--- src/rtl/cpu_pkg.sv ---
// Definitions shared by the fetch and execute stages of the bit-serial CPU:
// instruction field widths and the loader phase encoding shown on the LEDs.
package cpu_pkg;

  localparam int OPCODE_W  = 4;
  localparam int OPERAND_W = 12;

  typedef enum logic [1:0] {
    S_LO   = 2'd0,
    S_HI   = 2'd1,
    S_FULL = 2'd2
  } phase_t;

endpackage

--- src/rtl/instr_loader_if.sv ---
// Valid/ready instruction channel from the loader (master) to the execute stage (slave).
interface instr_loader_if;
  import cpu_pkg::*;

  logic                 instr_valid;
  logic                 instr_ready;
  logic [OPCODE_W-1:0]  opcode;
  logic [OPERAND_W-1:0] operand;

  modport master (output instr_valid, output opcode, output operand, input instr_ready);
  modport slave  (input instr_valid, input opcode, input operand, output instr_ready);

endinterface

--- src/rtl/instr_loader_btn_conditioner.sv ---
// Push-button conditioner: two-flop synchronizer, optional debounce, rising-edge pulse.
// Debounce is built only when BTN_DEBOUNCE_EN is defined.
module btn_conditioner #(
  parameter int DEBOUNCE_CYCLES = 16
) (
  input  logic clk,
  input  logic rst_n,
  input  logic btn_in,
  output logic press
);

  logic sync0;
  logic sync1;
  logic lvl;
  logic lvl_d;

  always_ff @(posedge clk) begin
    if (!rst_n) begin
      sync0 <= 1'b0;
      sync1 <= 1'b0;
      lvl_d <= 1'b0;
    end else begin
      sync0 <= btn_in;
      sync1 <= sync0;
      lvl_d <= lvl;
    end
  end

`ifdef BTN_DEBOUNCE_EN
  localparam int CNT_W = $clog2(DEBOUNCE_CYCLES + 1);

  logic [CNT_W-1:0] cnt;

  // The new level is accepted on the edge where the disagreement count reaches DEBOUNCE_CYCLES.
  always_ff @(posedge clk) begin
    if (!rst_n) begin
      cnt <= '0;
      lvl <= 1'b0;
    end else if (sync1 != lvl) begin
      if (cnt == CNT_W'(DEBOUNCE_CYCLES - 1)) begin
        lvl <= sync1;
        cnt <= '0;
      end else begin
        cnt <= cnt + 1'b1;
      end
    end else begin
      cnt <= '0;
    end
  end
`else
  assign lvl = sync1;
`endif

  assign press = lvl & ~lvl_d;

endmodule

--- src/rtl/instr_loader.sv ---
// Fetch stage: builds a 16-bit instruction from two DIP-switch bytes taken on
// successive button presses. Define BTN_DEBOUNCE_EN to debounce the button.
module instr_loader
  import cpu_pkg::*;
#(
  parameter int DEBOUNCE_CYCLES = 16
) (
  input  logic                  clk,
  input  logic                  rst_n,
  input  logic                  btn_in,
  input  logic [7:0]            dip_in,
  instr_loader_if.master        instr,
  output logic [1:0]            phase,
  output logic                  overrun
);

  phase_t               state;
  logic                 press;
  logic                 valid_q;
  logic                 overrun_q;
  logic [OPCODE_W-1:0]  opcode_q;
  logic [OPERAND_W-1:0] operand_q;

  btn_conditioner #(
    .DEBOUNCE_CYCLES (DEBOUNCE_CYCLES)
  ) u_btn (
    .clk    (clk),
    .rst_n  (rst_n),
    .btn_in (btn_in),
    .press  (press)
  );

  // The unused encoding 3 falls into the default arm and behaves like S_LO.
  always_ff @(posedge clk) begin
    if (!rst_n) begin
      state     <= S_LO;
      valid_q   <= 1'b0;
      overrun_q <= 1'b0;
      opcode_q  <= '0;
      operand_q <= '0;
    end else begin
      case (state)
        S_HI: begin
          if (press) begin
            operand_q[11:4] <= dip_in;
            valid_q         <= 1'b1;
            state           <= S_FULL;
          end
        end
        S_FULL: begin
          if (instr.instr_ready) begin
            valid_q <= 1'b0;
            state   <= S_LO;
          end
          if (press) begin
            overrun_q <= 1'b1;
          end
        end
        default: begin
          if (press) begin
            opcode_q       <= dip_in[3:0];
            operand_q[3:0] <= dip_in[7:4];
            state          <= S_HI;
          end else begin
            state <= S_LO;
          end
        end
      endcase
    end
  end

  assign instr.instr_valid = valid_q;
  assign instr.opcode      = opcode_q;
  assign instr.operand     = operand_q;
  assign phase             = state;
  assign overrun           = overrun_q;

endmodule

--- src/flat_wrapper.sv ---
// flat-port wrapper written by rule: the top's interface ports become plain ports
module instr_loader_flat import cpu_pkg::*;
#(
  parameter int DEBOUNCE_CYCLES = 16
)
  (clk, rst_n, btn_in, dip_in, phase, overrun, instr_instr_valid, instr_opcode, instr_operand, instr_instr_ready);
  instr_loader_if instr_i ();
  input  logic clk;
  input  logic rst_n;
  input  logic btn_in;
  input  logic [7:0] dip_in;
  output logic [1:0] phase;
  output logic overrun;
  output wire logic [$bits(instr_i.instr_valid)-1:0] instr_instr_valid;
  output wire logic [$bits(instr_i.opcode)-1:0] instr_opcode;
  output wire logic [$bits(instr_i.operand)-1:0] instr_operand;
  input wire logic [$bits(instr_i.instr_ready)-1:0] instr_instr_ready;
  assign instr_instr_valid = instr_i.instr_valid;
  assign instr_opcode = instr_i.opcode;
  assign instr_operand = instr_i.operand;
  assign instr_i.instr_ready = instr_instr_ready;
  instr_loader #(.DEBOUNCE_CYCLES(DEBOUNCE_CYCLES)) u_core (.clk(clk), .rst_n(rst_n), .btn_in(btn_in), .dip_in(dip_in), .instr(instr_i), .phase(phase), .overrun(overrun));
endmodule
--- config.mk ---
export PLATFORM = sky130hd
export DESIGN_NAME = instr_loader_flat
export DESIGN_NICKNAME = d
export VERILOG_FILES = /design/src/rtl/cpu_pkg.sv /design/src/rtl/instr_loader_if.sv /design/src/rtl/instr_loader_btn_conditioner.sv /design/src/rtl/instr_loader.sv /design/src/flat_wrapper.sv
export SDC_FILE = /design/constraint.sdc
export NUM_CORES = 1
export LEC_CHECK = 0
export ABC_CLOCK_PERIOD_IN_PS = 2100
export CAP_MARGIN = 40
export CORE_MARGIN = 4
export CORE_UTILIZATION = 47
export CTS_CLUSTER_SIZE = 16
export DETAILED_ROUTE_END_ITERATION = 12
export PLACE_DENSITY = 0.82
export SLEW_MARGIN = 20
export SYNTH_ARGS = -nofsm -noshare
export SYNTH_HDL_FRONTEND = slang
export SYNTH_SLANG_ARGS = --single-unit
--- constraint.sdc ---
create_clock -name clk -period 2.1 [get_ports clk]
set_input_delay 0.42 -clock clk [delete_from_list [all_inputs] [get_ports clk]]
set_output_delay 0.42 -clock clk [all_outputs]
set_load 0.02 [all_outputs]
* Yosys cells after proc, flatten, opt, wreduce, memory -nomap -nowiden
Index checks and enable logic that the tools add are counted.
** Operators by class
- Multiplexer cells :: 7
- Reductions and logical operators :: 7
- Bitwise gates (word level) :: 3
- Eq/ne operators :: 4
** Operators by type and width (count)
- $reduce_and A2 Y1 :: 4
- $mux W2 :: 2
- $pmux W2 S2 :: 1
- $mux W1 :: 3
- $reduce_and A3 Y1 :: 1
- $eq A2 B1 Y1 const B :: 1
- $eq A2 B2 Y1 const B :: 1
- $ne A2 B1 Y1 const B :: 1
- $ne A2 B2 Y1 const B :: 1
- $not A1 Y1 :: 2
- $pmux W1 S2 :: 1
- $reduce_bool A2 Y1 :: 1
- $reduce_or A2 Y1 :: 1
- $and A1 B1 Y1 :: 1
** Word-level totals
- Logic and storage cells :: 30
- Bits in registers :: 23
- Output and inout port bits :: 20
- Input bits :: 12

* Logic depth before layout (Yosys ltp)
Gate-level depths: netlist of run 1.
- Word-level depth :: 4
- Gate-level depth with buffers :: 6
- Depth with buffers taken out :: 5

* Modules after synthesis
From an unflattened synthesis of run 1, not the netlist that was laid out.
** Second synthesis, totals
- Cells, all modules :: 103
- Area, all modules :: 948.4 um^2
** By module, submodules not included
- instr_loader :: area an instance 855.8 um^2, cells each 96, times used 1, seq. area each 400.4 um^2
- btn_conditioner :: area an instance 92.6 um^2, cells each 7, times used 1, seq. area each 60.1 um^2

* Worst setup path before layout of run 1
OpenSTA, ideal clock, no wires.
- Path type :: flip-flop to flip-flop
- Start :: register u_core.state[0] (netlist: u_core.phase[0])
- End :: register u_core.state[0] (netlist: u_core.phase[0])
- Arrival time :: 1.461 ns
- Cell stages (with the launch flop) :: 7
- Slack :: 0.524 ns
- Data required time :: 1.985 ns
- Period minus slack after synthesis :: 1.576 ns
- Setup time :: 0.115 ns
- Path buffers :: 1
- Path through :: dfxtp_1 -> inv_1 -> ha_1 -> buf_2 -> nand3b_1 -> nor2_1 -> o21a_1
** On the way
- Longest elaborated chain between the ends :: 3
- Elaborated cells on any way between the ends :: 6
- Those cells by class :: 4 x eq/ne; 1 x mux; 1 x reduce/logical
** Ends and longest elaborated chain
- start: declaration :: line instr_loader.sv:17 : phase_t state;
- start signal: assignment :: line instr_loader.sv:36 : state <= S_LO;
- start signal: assignment :: line instr_loader.sv:47 : state <= S_FULL;
- start signal: assignment :: line instr_loader.sv:53 : state <= S_LO;
- $eq A2 B1 Y1 or $eq A2 B2 Y1 (tied branches) :: line instr_loader.sv:42 : case (state)
- $ne A2 B1 Y1 (no source line) or $ne A2 B2 Y1 (tied branches)
- $reduce_and A2 Y1 (no source line)
Parallel ways exist; a longest one is shown, timed or not.
A chain may end at the register's enable or synchronous reset.

* Worst setup path in the final report of run 1
- Start :: register u_core.state[0] (netlist: u_core.phase[0])
- End :: output port phase[0]
** RTL lines
- end: declaration :: line flat_wrapper.sv:12 : output logic [1:0] phase;
No word-level cell between the ends.

==> qor.yml, run 1 <==
synth:
  syn_area_per_cell_um2: 8.95
  synth_nets: 120
  ys.warnings.count: 0
  ys_types: 23
  netlist_instances: 105
  synth-seq-cells: 23
  yosysSeqAreaShare_pct: 49.0
  synthesis.area_um2: 940
placement:
  place.gp.congestion: 0.792
  dp_hpwl_um: 1540
  place.port_buffers: 31
  dpl_cell_area_um2: 1260
drt:
  drt_iter0_markers: 9
  routedWlPerCell_um: 12.8
  finalWirelength_um: 2060
  wl_met1_um: 918
  via_per_inst: 5.08
  post-route-drc-count: 0
  dr_wl_met2_um: 1030
  vias: 818
  route.top_layer_used: "met4"
  dr.pass1.iters: 4
  ant_nets: 0
  dr_wl_met3_um: 88
global_route:
  antenna_found_initial: 0
  grt-ovfl-total: 0
  grt_max_degree: 24
  grt_pass1_wl_um: 3510
  grt_pass1_vias: 805
  grt_usage_pct: 17.1
floorplanning:
  pin_count: 32
  initial_core_util_pct: 52.2
  rows: 15
  core_area_um2: 1800
  dieWidth_um: 52.7
  die_area_um2: 2780
  die_h_um: 52.7
worst_setup_path:
  cp.required_ns: 1.68
  crit_slowest_cell: "clkdlybuf4s50_1"
  path_cells: "clkdlybuf4s50_1"
  critPathTopFamily: "buffers and inverters"
  reg2reg_depth: 5
  critPathMaxFanout: 6
  crit_buf_inv: 1
  arrival_ns: 1.40
  path_depth: 1
  cp-start-kind: "register"
  critical_path_class: "reg -> out"
  slowest_delay_ns: 0.65
  critPathCaptureType: "output port"
timing:
  setup_viol: 0
  worstMarginPinSlew_ns: 0.588
  drv_slew: 0
  hold_ws_ns: 0.455
  fin_tns_setup_ns: 0
  fin_crit_sh_pct: 86.4
  rsz0062_at_grt: "false"
  final-hold-violation-count: 0
  fmax_mhz: 551
  slew-limit-headroom_pct: 60.8
  period_minus_slack_ns: 1.82
  clock_skew_ns: 0.00245
clocking:
  cts_resized: 0
  cts_buffers: 3
  post-cts-setup-buffers: 0
  ctsHoldBuffers: 0
  htreeDepth: 1
  path_clk_slew_ns: 0.12
  cts.sinks: 23
  cts_buffer_depth: 2
  root_buffer: "clkbuf_4"
  cts_tree: "built"
  clk-insertion-delay-late_ns: 0.30
power:
  p_total_w: 0.000735
  leakagePower_nw: 0.442
  peakVddDrop_mv: 0.405
  p_per_area_nw_per_um2: 571
finish:
  seq_area_um2: 460
  antenna_cells: 0
  syn_to_final_growth_pct: 36.9
  nFillCells: 154
  final_nets: 152
  drive_above_1_share_pct: 3.68
  multi_input_area_um2: 432
  finalInstanceArea_um2: 1290
hold_path:
  hold_class: "reg -> reg"
  whs_path_depth: 1
flow_run:
  maxCapViolations: 0
run_status:
  outcome: "finished clean"
[sequential cells by signal, indices dropped and copies added, names as in the netlist]
name and flops:
u_core.instr.opcode 4, u_core.u_btn.lvl 1, u_core.phase 2, u_core.instr.operand 12, u_core.instr.instr_valid 1, u_core.overrun 1
u_core.u_btn.sync0 1, u_core.u_btn.lvl_d 1
[synthesized netlist by cell type]
cell type | count | share of area (%)
ha_1 | 3 | 4.0
a21oi_1 | 3 | 1.6
nand2b_1 | 1 | 0.67
mux2i_1 | 1 | 1.1
and2_1 | 3 | 2.0
nand3_1 | 16 | 8.5
o21ai_0 | 1 | 0.53
inv_1 | 3 | 1.2
dfxtp_1 | 23 | 49
nand2_1 | 20 | 8.0
buf_4 | 1 | 0.80
nand3b_1 | 2 | 1.6
a311oi_1 | 1 | 0.93
clkbuf_1 | 2 | 0.80
nor2_1 | 1 | 0.40
nor2b_1 | 2 | 1.3
o21a_1 | 1 | 0.80
o2bb2ai_1 | 1 | 0.93
buf_6 | 1 | 1.2
and2b_1 | 1 | 0.80
a21boi_0 | 6 | 4.8
a21boi_1 | 10 | 8.0
buf_2 | 2 | 1.1
[report_power, final]
part | internal (W) | total (W) | switching, W
Combinational | 0.0000451 | 0.0000849 | 0.0000398
Sequential | 0.000445 | 0.000451 | 0.00000574
Clock | 0.0000740 | 0.000199 | 0.000125
Total | 0.000565 | 0.000735 | 0.000170
[placed cells by master, fill, tap and decap left out, drive strengths merged]
cell	n
clkdlybuf4s50	31
buf	2
nor2	1
nand2b	1
a21oi	3
o2bb2ai	1
nand2	20
inv	3
a21boi	16
mux2i	1
o21ai	1
dfxtp	23
clkbuf	4
a311oi	1
nand3	16
and2b	1
nand3b	2
ha	3
nor2b	2
and2	3
o21a	1
[path summary, 6_finish.rpt]
check	startpoint	endpoint	slack (ns)
max	u_core.phase[0]	phase[0]	0.28
min	u_core.u_btn.sync0	u_core.u_btn.lvl	0.45
max reg2reg	u_core.phase[0]	u_core.phase[0]	0.47
min reg2reg	u_core.u_btn.sync0	u_core.u_btn.lvl	0.45
[area by class of cell]
type	instances	area share (%)
flip-flops and latches	23	35.8
multi-input cells	73	33.6
repair buffers	33	25.3
well taps	25	2.43
clock buffers	4	2.04
inverters	3	0.875
[logic make-up after synthesis]
logic type / Yosys count / synth area share, %
AO/OA/AOI/OAI: 23 / 17.6
adder cells (fa/ha/maj): 3 / 4.00
buffers and inverters: 9 / 5.06
flip-flops: 23 / 49.0
multiplexers: 1 / 1.07
AND/OR/NAND/NOR: 46 / 23.3
[per-layer routing]
layer  GRT usage, %  up-vias
met2           31.0       21
met5              0        -
met4           6.38        0
met1           19.3      377
li1               -      416
met3           3.42        4
[per-stage QoR]
step / std cells / util (%) / setup WS [ns]
3_5_place_dp: 157 / 69.9 / 0.504
2_1_floorplan: 105 / - / 0.524
6_report: 161 / 71.4 / 0.285
4_1_cts: 161 / 71.4 / 0.273
5_1_grt: 161 / 71.4 / 0.217
3_3_place_gp: 157 / 69.9 / 0.570
No activity file was read; power rests on OpenSTA's default activity.
==> inputs of run 2 (changes only) <==
--- a/config.mk
+++ b/config.mk
@@ -9,10 +9,10 @@
 export CAP_MARGIN = 40
 export CORE_MARGIN = 4
 export CORE_UTILIZATION = 47
+export CTS_CLUSTER_DIAMETER = 150
 export CTS_CLUSTER_SIZE = 16
 export DETAILED_ROUTE_END_ITERATION = 12
 export PLACE_DENSITY = 0.82
-export SLEW_MARGIN = 20
 export SYNTH_ARGS = -nofsm -noshare
 export SYNTH_HDL_FRONTEND = slang
 export SYNTH_SLANG_ARGS = --single-unit
==> results of run 2 <==
The final DEF is identical to that of run 1; final timing and power are the same.
==> inputs of run 3 (changes only) <==
--- a/config.mk
+++ b/config.mk
@@ -7,12 +7,14 @@
 export LEC_CHECK = 0
 export ABC_CLOCK_PERIOD_IN_PS = 2100
 export CAP_MARGIN = 40
+export CELL_PAD_IN_SITES_DETAIL_PLACEMENT = 2
+export CELL_PAD_IN_SITES_GLOBAL_PLACEMENT = 2
 export CORE_MARGIN = 4
-export CORE_UTILIZATION = 47
+export CORE_UTILIZATION = 27
 export CTS_CLUSTER_DIAMETER = 150
 export CTS_CLUSTER_SIZE = 16
 export DETAILED_ROUTE_END_ITERATION = 12
-export PLACE_DENSITY = 0.82
+export PLACE_DENSITY_LB_ADDON = 0.1
 export SYNTH_ARGS = -nofsm -noshare
 export SYNTH_HDL_FRONTEND = slang
 export SYNTH_SLANG_ARGS = --single-unit
==> qor.yml, run 3 (same netlist as run 1, synthesis figures left out) <==
run_status:
  outcome: "finished clean"
finish:
  multi_input_area_um2: 432  # unchanged
  nFillCells: 408  # +160%
  mostFrequentLayoutCell: "clkdlybuf4s50_1"
  final_nets: 154  # +1.3%
  largest_reg_flops: 12  # unchanged
  seq_area_um2: 460  # unchanged
  mostFrequentLayoutCells: "clkdlybuf4s50_1, dfxtp_1, nand2_1, nand3_1, a21boi_1"
  syn_to_final_growth_pct: 41.3
  antenna_cells: 0  # unchanged
  drive_above_1_share_pct: 5.07  # +1.4 points
drt:
  ant_nets: 0  # unchanged
  finalWirelength_um: 2610  # +27%
  routedWlPerCell_um: 14.2  # +11%
  drt_iter0_markers: 15  # +6
  post-route-drc-count: 0  # unchanged
  dr.pass1.iters: 2  # -2
  vias: 846  # +3.4%
  via_per_inst: 4.60  # -9.5%
worst_setup_path:
  r2r_start: "u_core.phase[0]"
  path_cells: "clkdlybuf4s50_1"
  slowest_delay_ns: 0.65  # about the same
  critPathCapture: "phase[0]"
  path_depth: 1  # unchanged
  reg2reg_slack_ns: 0.59  # +0.12 ns
  crit_slowest_cell: "clkdlybuf4s50_1"
  cp-start-kind: "register"
  startpoint: "u_core.phase[0]"
  crit_buf_inv: 1  # unchanged
  critPathTopFamily: "buffers and inverters"
  r2r-end: "u_core.phase[0]"
  arrival_ns: 1.41  # about the same
  critPathMaxFanout: 6  # unchanged
  critPathCaptureType: "output port"
  reg2reg_depth: 5  # unchanged
  cp.required_ns: 1.68  # about the same
  critical_path_class: "reg -> out"
timing:
  slew-limit-headroom_pct: 56.1  # -4.7 points
  clock_skew_ns: 0.00375  # +0.00130 ns
  fmax_mhz: 548  # -0.55%
  worstMarginPinSlew_ns: 0.658  # +0.0701 ns
  fin_crit_sh_pct: 86.9  # +0.48 points
  drv_slew: 0  # unchanged
  period_minus_slack_ns: 1.83  # +0.0101 ns
  fin_tns_setup_ns: 0  # unchanged
  setup_viol: 0  # unchanged
  hold_ws_ns: 0.454  # -0.00130 ns
  final-hold-violation-count: 0  # unchanged
  final.setup.worst_slack_ns: 0.275  # -0.0101 ns
  rsz0062_at_grt: "false"
global_route:
  grt_usage_pct: 12.8  # -4.2 points
  grt_pass1_vias: 938  # +17%
  grt_max_degree: 20  # -17%
  grt_use_met3_pct: 3.04  # -0.38 points
  grtUsageMet2_pct: 24.8  # -6.2 points
  antenna_found_initial: 0  # unchanged
  top_usage_layer: "met2"
  grt_pass1_wl_um: 4290  # +22%
  grt-ovfl-total: 0  # unchanged
  grt_util_met1_pct: 13.5  # -5.8 points
floorplanning:
  dieWidth_um: 67.0  # +27%
  rows: 21  # +6
  die_area_um2: 4490  # +62%
  initial_core_util_pct: 28.2  # -24 points
  pin_count: 32  # unchanged
  core_area_um2: 3340  # +85%
  die_h_um: 67.0  # +27%
flow_run:
  maxCapViolations: 0  # unchanged
clocking:
  cts.sinks: 23  # unchanged
  htreeDepth: 1  # unchanged
  cts_buffers: 3  # unchanged
  ctsHoldBuffers: 0  # unchanged
  cts_resized: 0  # unchanged
  cts_tree: "built"
  root_buffer: "clkbuf_4"
  clk-insertion-delay-late_ns: 0.30  # about the same
  post-cts-setup-buffers: 0  # unchanged
  path_clk_slew_ns: 0.12  # about the same
  cts_buffer_depth: 2  # unchanged
power:
  peakVddDrop_mv: 0.199  # -51%
  p_per_area_nw_per_um2: 559  # -2.1%
  leakagePower_nw: 0.451  # +2.0%
placement:
  dp_slack_ns: 0.583  # +0.0784 ns
  place.gp.congestion: 0.756  # -4.6%
  dp_hpwl_um: 2050  # +33%
  place.port_buffers: 31  # unchanged
hold_path:
  hold_class: "reg -> reg"
==> run 3: changes by cell type in the layout (fill, tap and decap cells not counted) <==
cell | previous run | this run
buf_4 | 2 | 4
==> run 3: layout make-up <==
class | count | share of cell area [%]
Tap cell | 46 | 4.34
Timing Repair Buffer | 35 | 25.6
Clock buffer | 4 | 1.98
Sequential cell | 23 | 34.7
Multi-Input combinational cell | 73 | 32.5
Inverter | 3 | 0.848
==> run 3: how the worst min path moves through the flow <==
stage / from / endpoint / cells after the start / slack (ns)
after floorplan: u_core.u_btn.sync0 / u_core.u_btn.lvl / 1 / 0.41
after global placement: u_core.u_btn.sync0 / u_core.u_btn.lvl / 1 / 0.42
after detailed placement: u_core.u_btn.sync0 / u_core.u_btn.lvl / 1 / 0.43
after CTS: u_core.u_btn.sync0 / u_core.u_btn.lvl / 1 / 0.46
after global routing: u_core.u_btn.sync0 / u_core.u_btn.lvl / 1 / 0.47
final: u_core.u_btn.sync0 / u_core.u_btn.lvl / 1 / 0.45
==> run 3: where the power goes <==
part | switching [W] | internal (W) | total, W
clock network | 0.000127 | 0.0000739 | 0.000201
logic | 0.0000421 | 0.0000471 | 0.0000892
registers | 0.00000616 | 0.000446 | 0.000452
total | 0.000176 | 0.000567 | 0.000742
==> run 3: per-layer routing <==
| layer | up-vias | part of all wire [%] |
|---|---|---|
| met5 | - | 0 |
| met4 | 0 | 0.73 |
| met3 | 2 | 4.3 |
| met2 | 17 | 51 |
| met1 | 407 | 44 |
| li1 | 420 | - |
==> run 3: through the flow <==
stage / utilization, % / total power [W] / instances / cell area, um^2
6_report: 39.8 / 0.000742 / 184 / 1330
5_1_grt: 39.8 / 0.000793 / 184 / 1330
4_1_cts: 39.8 / 0.000756 / 184 / 1330
3_5_place_dp: 39.0 / 0.000553 / 180 / 1300
3_3_place_gp: 39.0 / 0.000550 / 180 / 1300
2_1_floorplan: - / 0.000502 / 105 / 940
